$ cat src/rtl/sr_bank.sv
// sr_bank: WIDTH-channel SR flag bank with selectable s=r=1 response, edge pulses, optional conflict counter (SR_BANK_CONFLICT_CNT_EN)
module sr_bank #(
    parameter int unsigned WIDTH         = 8,
    parameter int unsigned CONFLICT_MODE = 0,
    parameter logic [31:0] INIT          = '0,
    parameter int unsigned CNT_W         = 8
) (
    input  logic             clk,
    input  logic             reset,
    input  logic             en,
    input  logic [WIDTH-1:0] s,
    input  logic [WIDTH-1:0] r,
    input  logic             clr_cnt,
    output logic [WIDTH-1:0] q,
    output logic [WIDTH-1:0] q_rise,
    output logic [WIDTH-1:0] q_fall,
    output logic             conflict,
    output logic [CNT_W-1:0] conflict_cnt
);
    localparam logic [WIDTH-1:0] INIT_V = INIT[WIDTH-1:0];
    logic [WIDTH-1:0] q_q, q_d, rise_q, fall_q, both, cf_val;
    logic             conflict_q, conflict_d;
    // next state: set/reset/hold, with the instance-selected answer for s=r=1
    always_comb begin
        both       = s & r;
        cf_val     = CONFLICT_MODE == 1 ? '1 : CONFLICT_MODE == 2 ? '0 : CONFLICT_MODE == 3 ? ~q_q : q_q;
        q_d        = en ? ((s & ~r) | (~s & ~r & q_q) | (both & cf_val)) : q_q;
        conflict_d = en & |both;
    end
    // state, edge pulses and conflict flag all land on the same edge
    always_ff @(posedge clk or negedge reset) begin
        if (!reset) begin
            q_q        <= INIT_V;
            rise_q     <= '0;
            fall_q     <= '0;
            conflict_q <= 1'b0;
        end else begin
            q_q        <= q_d;
            rise_q     <= q_d & ~q_q;
            fall_q     <= ~q_d & q_q;
            conflict_q <= conflict_d;
        end
    end
`ifdef SR_BANK_CONFLICT_CNT_EN
    logic [CNT_W-1:0] cnt_q, cnt_d;
    // clear wins over increment; saturate instead of wrapping
    always_comb begin
        cnt_d = clr_cnt ? '0 : (conflict_d && cnt_q != '1) ? cnt_q + 1'b1 : cnt_q;
    end
    // conflict counter register
    always_ff @(posedge clk or negedge reset) begin
        if (!reset) cnt_q <= '0;
        else        cnt_q <= cnt_d;
    end
    assign conflict_cnt = cnt_q;
`else
    logic unused_clr_cnt;
    assign unused_clr_cnt = clr_cnt;
    assign conflict_cnt   = '0;
`endif
    assign q        = q_q;
    assign q_rise   = rise_q;
    assign q_fall   = fall_q;
    assign conflict = conflict_q;
endmodule

$ cat config.mk
export PLATFORM = sky130hd
export DESIGN_NAME = sr_bank
export DESIGN_NICKNAME = d
export VERILOG_FILES = /design/src/rtl/sr_bank.sv
export SDC_FILE = /design/constraint.sdc
export NUM_CORES = 1
export LEC_CHECK = 0
export ABC_AREA = 1
export CORE_MARGIN = 1
export CORE_UTILIZATION = 43
export CTS_BUF_LIST = sky130_fd_sc_hd__clkbuf_2 sky130_fd_sc_hd__clkbuf_4 sky130_fd_sc_hd__clkbuf_8
export CTS_CLUSTER_DIAMETER = 200
export CTS_CLUSTER_SIZE = 28
export DETAILED_ROUTE_END_ITERATION = 16
export GPL_TIMING_DRIVEN = 0
export PLACE_DENSITY = 0.82
export SLEW_MARGIN = 20
export SYNTH_ARGS = -nofsm -noshare
export SYNTH_HDL_FRONTEND = slang
export SYNTH_SLANG_ARGS = --single-unit
$ cat constraint.sdc
create_clock -name clk -period 1 [get_ports clk]
set_clock_uncertainty 0.2 [all_clocks]
set_input_delay 0.2 -clock clk [delete_from_list [all_inputs] [get_ports clk]]
set_output_delay 0.2 -clock clk [all_outputs]
set_load 0.02 [all_outputs]
-- After elaboration in Yosys (flattened, before gate mapping)
Index checks and enable logic that the tools add are counted.
- register bits: 25
- input bits: 20
- output and inout bits: 33
- word-level logic and storage cells: 20
- multiplexer cells: 1
- bitwise operators: 14
- reductions and logical operators: 1
- operators by type and width (cell ; number):
    $and A8 B8 Y8 ; 7
    $not A8 Y8 ; 4
    $or A8 B8 Y8 ; 2
    $mux W8 ; 1
    $reduce_or A8 Y1 ; 1
    $and A1 B1 Y1 ; 1

-- Logic depth before layout (Yosys ltp)
Gate-level depths: netlist (run 1).
- word-level depth: 8
- depth in mapped cells: 4
- mapped depth without buffers: 4

-- Worst setup path after synthesis (run 1)
No wires, ideal clock.
- path type: reg2reg
- start: register q_q[6] (netlist: q[6])
- end: register q_q[6] (netlist: q[6])
- setup time: 0.124 ns
- arrival time: 0.706 ns
- required time: 0.676 ns
- path slack: -0.030 ns
- stages on the path, launching flop included: 3
- buffers on the path: 0
- clock period less this slack: 1.030 ns
- cells stage by stage: dfrtp_1 > o211ai_1 > nand2_1
- word-level cells in the longest chain between the ends: 4
- elaborated cells between the ends (all ways): 5
- those cells by class: 1 x mux; 4 x bitwise
- RTL lines (item ; line ; RTL):
    start: declaration ; 21 ; logic [WIDTH-1:0] q_q, q_d, rise_q, fall_q, both, cf_val;
    start signal: assignment ; 38 ; q_q <= q_d;
    $and A8 B8 Y8 ; 27 ; q_d = en ? ((s & ~r) | (~s & ~r & q_q) | (both & cf_val)) : q_q;
    $or A8 B8 Y8 (2 in a row) ; 27 ;
    $mux W8 * ; 27 ;
    via q_d[6] ; 21 ;
Mark *: on every way through the listed nets, which the timed path passes. The rest lies on a longest branch.

-- Worst setup path after layout (run 1)
- start: register q_q[1] (netlist: q[1])
- end: output port q[1]
- RTL lines (item ; line ; RTL):
    end: declaration ; 14 ; output logic [WIDTH-1:0] q,
No word-level cell between the ends.

==> metrics.md, run 1 <==
| Metric | Value |
|---|---|
| Status | complete, but fails checks |
| Violated checks | negative hold slack, negative setup slack |
| Die Span Y | about 54 um |
| Share of synthesized area occupied by flip-flops and latches | 0.530 |
| Insertion delay of the later-clocked pin in the worst-skew pair | ~0.32 ns |
| Final core area utilization | 0.734 |
| Starting Density | 0.464 |
| Number of enable flip-flop cells after synthesis | 0 |
| Part of the total power dissipated in the clock network | 0.197 |
| Number of detailed-route iterations in the first pass | 4 |
| Top cell type by total area after synthesis | dfrtp_1 |
| Switching pwr | 731 uW |
| Number of top-level pins | 53 |
| Worst hold margin | -0.236 ns |
| Startpoint type of the worst setup path | flop |
| CTS sink cnt | 25 |
| Areal power density over the cells | 1290 nW/um^2 |
| Die width | around 54 um |
| Cell Count Post-Placement | roughly 210 |
| Type of the most critical hold path | in -> async |
| Switching Fraction | 0.303 |
| TritonCTS clock tree | yes |
| Flop pwr share | 0.480 |
| Clock root buffer master | clkbuf_4 |
| Overflow left after global routing | 0 |
| Tcrit/Tclk final | 1.30 |
| Number of nets at the end of the flow | ~220 |
| Crit-path cells | buf_6 |
| Internal power | approximately 1.7 mW |
| Area growth syn-to-layout | 58.2% |
| Post-DR wirelength/cell | approximately 12 um |
| Worst Path Required | approximately 0.60 ns |
| PnR worst setup slack | -0.301 ns |
| Gate Count Post-Synth | 133 |
| Number of synthesized register bits | 25 |
| Antenna Cells | 0 |
| Detailed Place HPWL | 1890 um |
| Crit path max-delay family | flip-flops |
| Vias in the first global route | roughly 990 |
| Worst setup path category | reg -> out |
| Worst slew margin relative to its limit | 0.589 |
| Routability-driven placement congestion ratio | between 0.7 and 0.8 |
| Largest cells by area after synthesis | dfrtp_1 (53%), inv_1 (13%), nand4_1 (8.5%) |
| Number of max-slew violations in the final report | 0 |
| Biggest cell delay along the critical path | approximately 0.45 ns |
| Combinational share of power | 0.323 |
| Clock slew at reported path FFs | 0.13 ns |
| Non-Filler Instances | 226 |
| Highest achievable clock rate | 769 MHz |
| Final Routed Wirelength | ~2700 um |
| Final worst path period need | 1.30 ns |
| Hold violation count in the final report | 33 |
| Share of synthesized flip-flops with an asynchronous set or reset | 1.00 |
| Count of vias placed by the detailed router | 1061 |
| Cts bufs inserted | 3 |
| Worst setup timing slack at the placement stage | -0.831 ns |
| CP Max Fanout | 2 |
| Post-synthesis cell type count | 15 |
| Slowest-stage cell, CP | dfrtp_2 |
| Worst voltage drop across the vdd grid | 0.933 mV |
| Number of buffers added on ports | 42 |
| Arrival time of the worst setup path | approximately 0.90 ns |
| First-pass GRT wire length | 4080 um |
| Cell area after synthesis | 1180 sq um |
| Leakage power | 1.17 nW |
| Drc violations | 0 |
| Pin count of the biggest net entering global routing | 26 |
| Count of buffer and inverter cells on the critical path | 1 |
| DRC violation total after the first TritonRoute iteration | 12 |
| Area of the die | between 2000 and 3000 sq um |
| Residual antenna-violating net count after detailed routing | 0 |
| Fraction of post-synthesis cell area in the top cell type by area | 0.530 |
| Final-report setup violation count | 38 |
| Clock Path Buffers | 2 |
| Unrepaired setup endpoints after global routing | yes |
| Endpoint kind of the worst setup timing path | output port |
| Average instance area after synthesis | just under 9 sq um |
| Detail-routed via count per cell | 4.69 |
| Proportion of layout cells with a drive suffix above 1 | 0.342 |
| Aggregate negative setup slack | -7.98 ns |
| Number of warnings printed during yosys synthesis | 0 |
| CTS H-tree depth | 1 |
| Core box area | approximately 2500 sq um |
| Site Rows | 18 |
| Fillers | between 200 and 250 |
| Overall fraction of global-route tracks in use | 0.200 |
| Max_cap viols | 0 |
| Least-Margin Pin Slew | roughly 0.62 ns |
| Antenna violations before repair | 0 |
| Post-layout total power | between 2 and 2.5 mW |
| Primary FF master, synth | dfrtp_1 |
-- worst paths after layout --
kind	slack (ns)	start	cells after the start	end
max	-0.30	q[1]	1	q[1]
min	-0.24	reset	1	q_rise[5]
max reg2reg	-0.22	q[1]	4	q[1]
min reg2reg	0.44	q[7]	4	q_rise[7]
max in group asynchronous	0.40	reset	1	q[2]
min in group clk	-0.04	en	3	q[1]
-- logic make-up (layout without fill, tap and decap cells) --
| family | after synthesis | in the layout | synth area share |
|---|---|---|---|
| AOI/OAI and AO/OA | 17 | 17 | 0.0891 |
| buffers and inverters | 52 | 108 | 0.223 |
| DFF | 25 | 25 | 0.530 |
| other | 1 | 8 | 0.00318 |
| and+or+nand+nor | 38 | 38 | 0.155 |
-- cell usage after synthesis, types with 2 or more instances --
cell type	number
inv_1	40
dfrtp_1	25
nand2_1	20
nand4_1	16
buf_4	8
o211ai_1	8
o21ai_1	7
nor2_1	2
-- layout by cell type, fill, tap and decap left out, drive strengths merged --
master         Yosys  routed
conb               1       8
buf               11      46
o211ai             8       8
clkdlybuf4s15      0       1
clkdlybuf4s50      0       6
inv               41      41
dfrtp             25      25
nand2             20      20
clkbuf             0       4
nor2               2       2
nand4             16      16
a21oi              1       1
o21ai              8       8
dlymetal6s2s       0      10
-- sequential cells by signal, summed over array words and instances (netlist names) --
name and cells:
q_fall 8, q 8, q_rise 8, conflict 1
-- cell type report --
class | count | area, sq um | share of cell area
sequential | 25 | 636 | 0.340
clock buffer | 4 | 30.0 | 0.0161
inverter | 41 | 156 | 0.0838
tap | 30 | 37.5 | 0.0201
timing repair buffer | 52 | 583 | 0.312
buffer | 11 | 106 | 0.0570
multi-input combinational | 63 | 318 | 0.170
-- power by group through the flow --
stage | Sequential [mW] | Combinational [mW] | Clock [mW]
after floorplan | 1.28 | 0.203 | 0
after global placement | 1.18 | 0.586 | 0
after detailed placement | 1.19 | 0.601 | 0
after CTS | 1.15 | 0.735 | 0.496
after global routing | 1.17 | 0.846 | 0.532
final | 1.16 | 0.781 | 0.475
-- stage by stage --
stage	area (sq um)	hold WS, ns
floorplan	1220	-0.296
global placement	1670	0.301
detailed placement	1670	0.311
CTS	1800	-0.224
global route	1870	-0.196
finish	1870	-0.236
-- per-layer routing --
| metal | global-route usage | part of all wire | wire length (um) | vias up |
|---|---|---|---|---|
| met3 | 0.0194 | 0.050 | 135 | 4 |
| met5 | 0 | 0 | 0 | - |
| met1 | 0.215 | 0.40 | 1080 | 496 |
| met4 | 0.128 | 0.025 | 68 | 0 |
| li1 | - | - | - | 526 |
| met2 | 0.368 | 0.52 | 1390 | 35 |
-- repair_timing --
item / CTS / global route
pin swaps: 1 / 21
buffers inserted: 8 / 4
resized for setup: 155 / 24
setup endpoints to repair: 51 / 49
endpoints found under the hold margin: 30 / 31
Power figures use the tool's default switching activity.
==> run 2: changes to the inputs <==
- GPL_ROUTABILITY_DRIVEN: not set -> 0
==> results of run 2 <==
No change in the layout: final DEF, timing and power equal those of run 1.
==> run 3: changes to the inputs <==
- CORE_UTILIZATION: 43 -> 46
- PLACE_DENSITY: 0.82 -> 0.87
- clock period: 1 -> 1.5 ns (I/O delays scaled with it)
==> run 3 against run 2 <==
Net effect:
- power is 37% lower
- the run now ends clean
- routed wire length is 12% higher
- count of clock-buffer cells in the layout stayed put
- combinational power is 42% lower
- critical endpoint is now q[7]
- cell area is 12% lower
- cell count is 0.44% lower
- flip-flop and latch count stayed put
- non-clock buffer count is 1 higher
- worst setup slack better by 0.38 ns
- sequential share of layout area is 3.9 points higher
- highest routed layer unchanged
- largest cell class is now registers
- die area is 6.3% lower
- register-to-register slack better by 0.52 ns
==> metrics.md, run 3 (synthesized netlist as in run 1, its figures left out) <==
| Metric | Value |
|---|---|
| TritonCTS clock tree | yes |
| Clock slew at reported path FFs | 0.13 ns (about the same) |
| Final worst path period need | 1.42 ns |
| Crit path max-delay family | flip-flops |
| Area of the die | 2770 sq um (-6.3%) |
| Final Routed Wirelength | 3010 um (+12%) |
| Detail-routed via count per cell | 4.93 (+5.0%) |
| Detailed Place HPWL | 2130 um (+13%) |
| Areal power density over the cells | 918 nW/um^2 (-29%) |
| Worst voltage drop across the vdd grid | 0.683 mV (-27%) |
| Hold violation count in the final report | 0 (-100%) |
| Overall fraction of global-route tracks in use | 0.234 (+0.0343) |
| Worst slew margin relative to its limit | 0.639 (+0.0498) |
| Clock root buffer master | clkbuf_4 |
| Site Rows | 17 (-1) |
| Cts bufs inserted | 3 (unchanged) |
| Met1 GRT Util | 0.259 (+0.0434) |
| Crit-path cells | buf_2 |
| Final-report setup violation count | 0 (-100%) |
| Worst Path Required | 1.00 ns (+0.40 ns) |
| Core box area | 2320 sq um (-8.9%) |
| Worst setup path category | reg -> out |
| Highest achievable clock rate | 706 MHz |
| Starting Density | 0.509 (+0.0453) |
| Clock Path Buffers | 2 (unchanged) |
| Insertion delay of the later-clocked pin in the worst-skew pair | 0.31 ns (about the same) |
| Area growth syn-to-layout | 39.6% |
| Unrepaired setup endpoints after global routing | no |
| Leading cell type in the layout, fill and taps excluded | inv_1 |
| CTS sink cnt | 25 (unchanged) |
| Biggest cell delay along the critical path | 0.43 ns (-0.02 ns) |
| Endpoint kind of the worst setup timing path | output port |
| Antenna violations before repair | 0 (unchanged) |
| Final core area utilization | 0.710 (-0.0233) |
| First-pass GRT wire length | 4470 um (+9.5%) |
| Number of buffers added on ports | 42 (unchanged) |
| Type of the most critical hold path | in -> reg |
| Number of max-slew violations in the final report | 0 (unchanged) |
| Vias in the first global route | 1014 (+2.6%) |
| Post-Place Cell Area | 1660 sq um (-0.75%) |
| GR met2 Demand/Resource | 0.439 (+0.0709) |
| Met3 Usage GRT | 0.0203 (+0.000845) |
| Post-DR wirelength/cell | 13.4 um (+13%) |
| Max_cap viols | 0 (unchanged) |
| Least-Margin Pin Slew | 0.541 ns (-0.0747 ns) |
| Count of buffer and inverter cells on the critical path | 1 (unchanged) |
| Antenna Cells | 0 (unchanged) |
| Slowest-stage cell, CP | dfrtp_1 |
| Number of top-level pins | 53 (unchanged) |
| Status | finished, final reports clean |
| Number of nets at the end of the flow | 218 (+0.46%) |
| Count of vias placed by the detailed router | 1109 (+4.5%) |
| Post-Layout Inst Area | 1650 sq um (-12%) |
| Drc violations | 0 (unchanged) |
| Highest-utilization routing layer at the global route stage | met2 |
| CTS H-tree depth | 1 (unchanged) |
| Tcrit/Tclk final | 0.944 |
| Leading cell types in the layout, fill and taps excluded | inv_1 (40), dfrtp_1 (25), nand2_1 (20) |
| Residual antenna-violating net count after detailed routing | 0 (unchanged) |
| Number of detailed-route iterations in the first pass | 4 (unchanged) |
| Leakage power | 1.05 nW (-11%) |
| Startpoint type of the worst setup path | flop |
| Arrival time of the worst setup path | 0.92 ns (+0.02 ns) |
| Proportion of layout cells with a drive suffix above 1 | 0.264 (-0.0779) |
| Post-layout total power | 1.51 mW (-37%) |
| Overflow left after global routing | 0 (unchanged) |
| DRC violation total after the first TritonRoute iteration | 31 (+19) |
| CP Max Fanout | 4 (+2) |
| Die Span Y | 52.6 um (-3.2%) |
| Die width | 52.6 um (-3.2%) |
| Pin count of the biggest net entering global routing | 26 (unchanged) |
| Worst hold margin | 0.0724 ns (+0.308 ns) |
==> run 3: cell count changes in the layout (fill, tap and decap cells not counted) <==
cell / before / now
clkdlybuf4s50_1: 6 / 16
dfrtp_2: 8 / 0
dlymetal6s2s_1: 10 / 0
clkdlybuf4s15_2: 1 / 0
inv_1: 33 / 40
clkbuf_2: 0 / 17
buf_2: 0 / 9
buf_6: 34 / 1
dfrtp_1: 17 / 25
inv_2: 7 / 0
buf_4: 10 / 18
dlygate4sd3_1: 0 / 1
==> run 3: final timing paths <==
check,start,slack (ns),endpoint,cells past startpoint
hold reg to reg,q[7],0.37,q_fall[7],2
hold / removal,en,0.07,q[7],3
min in group asynchronous,reset,0.29,q[6],2
setup / recovery,q[7],0.08,q[7],1
max in group asynchronous,reset,0.45,q[7],2
setup reg to reg,q[0],0.30,q[0],4
==> run 3: layout make-up <==
cell class                 instances  area, sq um
fill                             185          672
sequential                        25          626
timing repair buffer              53          375
multi-input combinational         63          318
inverter                          41          156
buffer                            11          106
tap                               28         35.0
clock buffer                       4         30.0
==> run 3: timing repair <==
| item | in CTS | in global routing |
|---|---|---|
| endpoints found under the setup margin | 25 | 25 |
| setup buffers | 7 | 3 |
| endpoints found under the hold margin | 0 | 25 |
| hold buffers | 0 | 1 |
| gates resized for setup | 59 | 24 |
==> run 3: metrics by stage <==
stage | cells | setup WS, ns | TNS [ns]
finish | 225 | 0.0834 | 0
global route | 225 | 0.0410 | 0
CTS | 221 | 0.0000474 | 0
detailed placement | 210 | -0.323 | -8.18
global placement | 210 | -0.331 | -8.25
floorplan | 140 | 0.470 | 0
==> run 3: where the power goes <==
part | internal, mW | switching (mW)
Clock | 0.122 | 0.192
Sequential | 0.724 | 0.0239
Combinational | 0.191 | 0.258
Total | 1.04 | 0.475
==> run 3: per-layer routing <==
layer | routed length [um] | vias up | part of all wire
met5 | 0 | - | 0
met4 | 69 | 0 | 0.023
met3 | 187 | 8 | 0.062
met2 | 1670 | 55 | 0.55
met1 | 1090 | 514 | 0.36
li1 | - | 532 | -
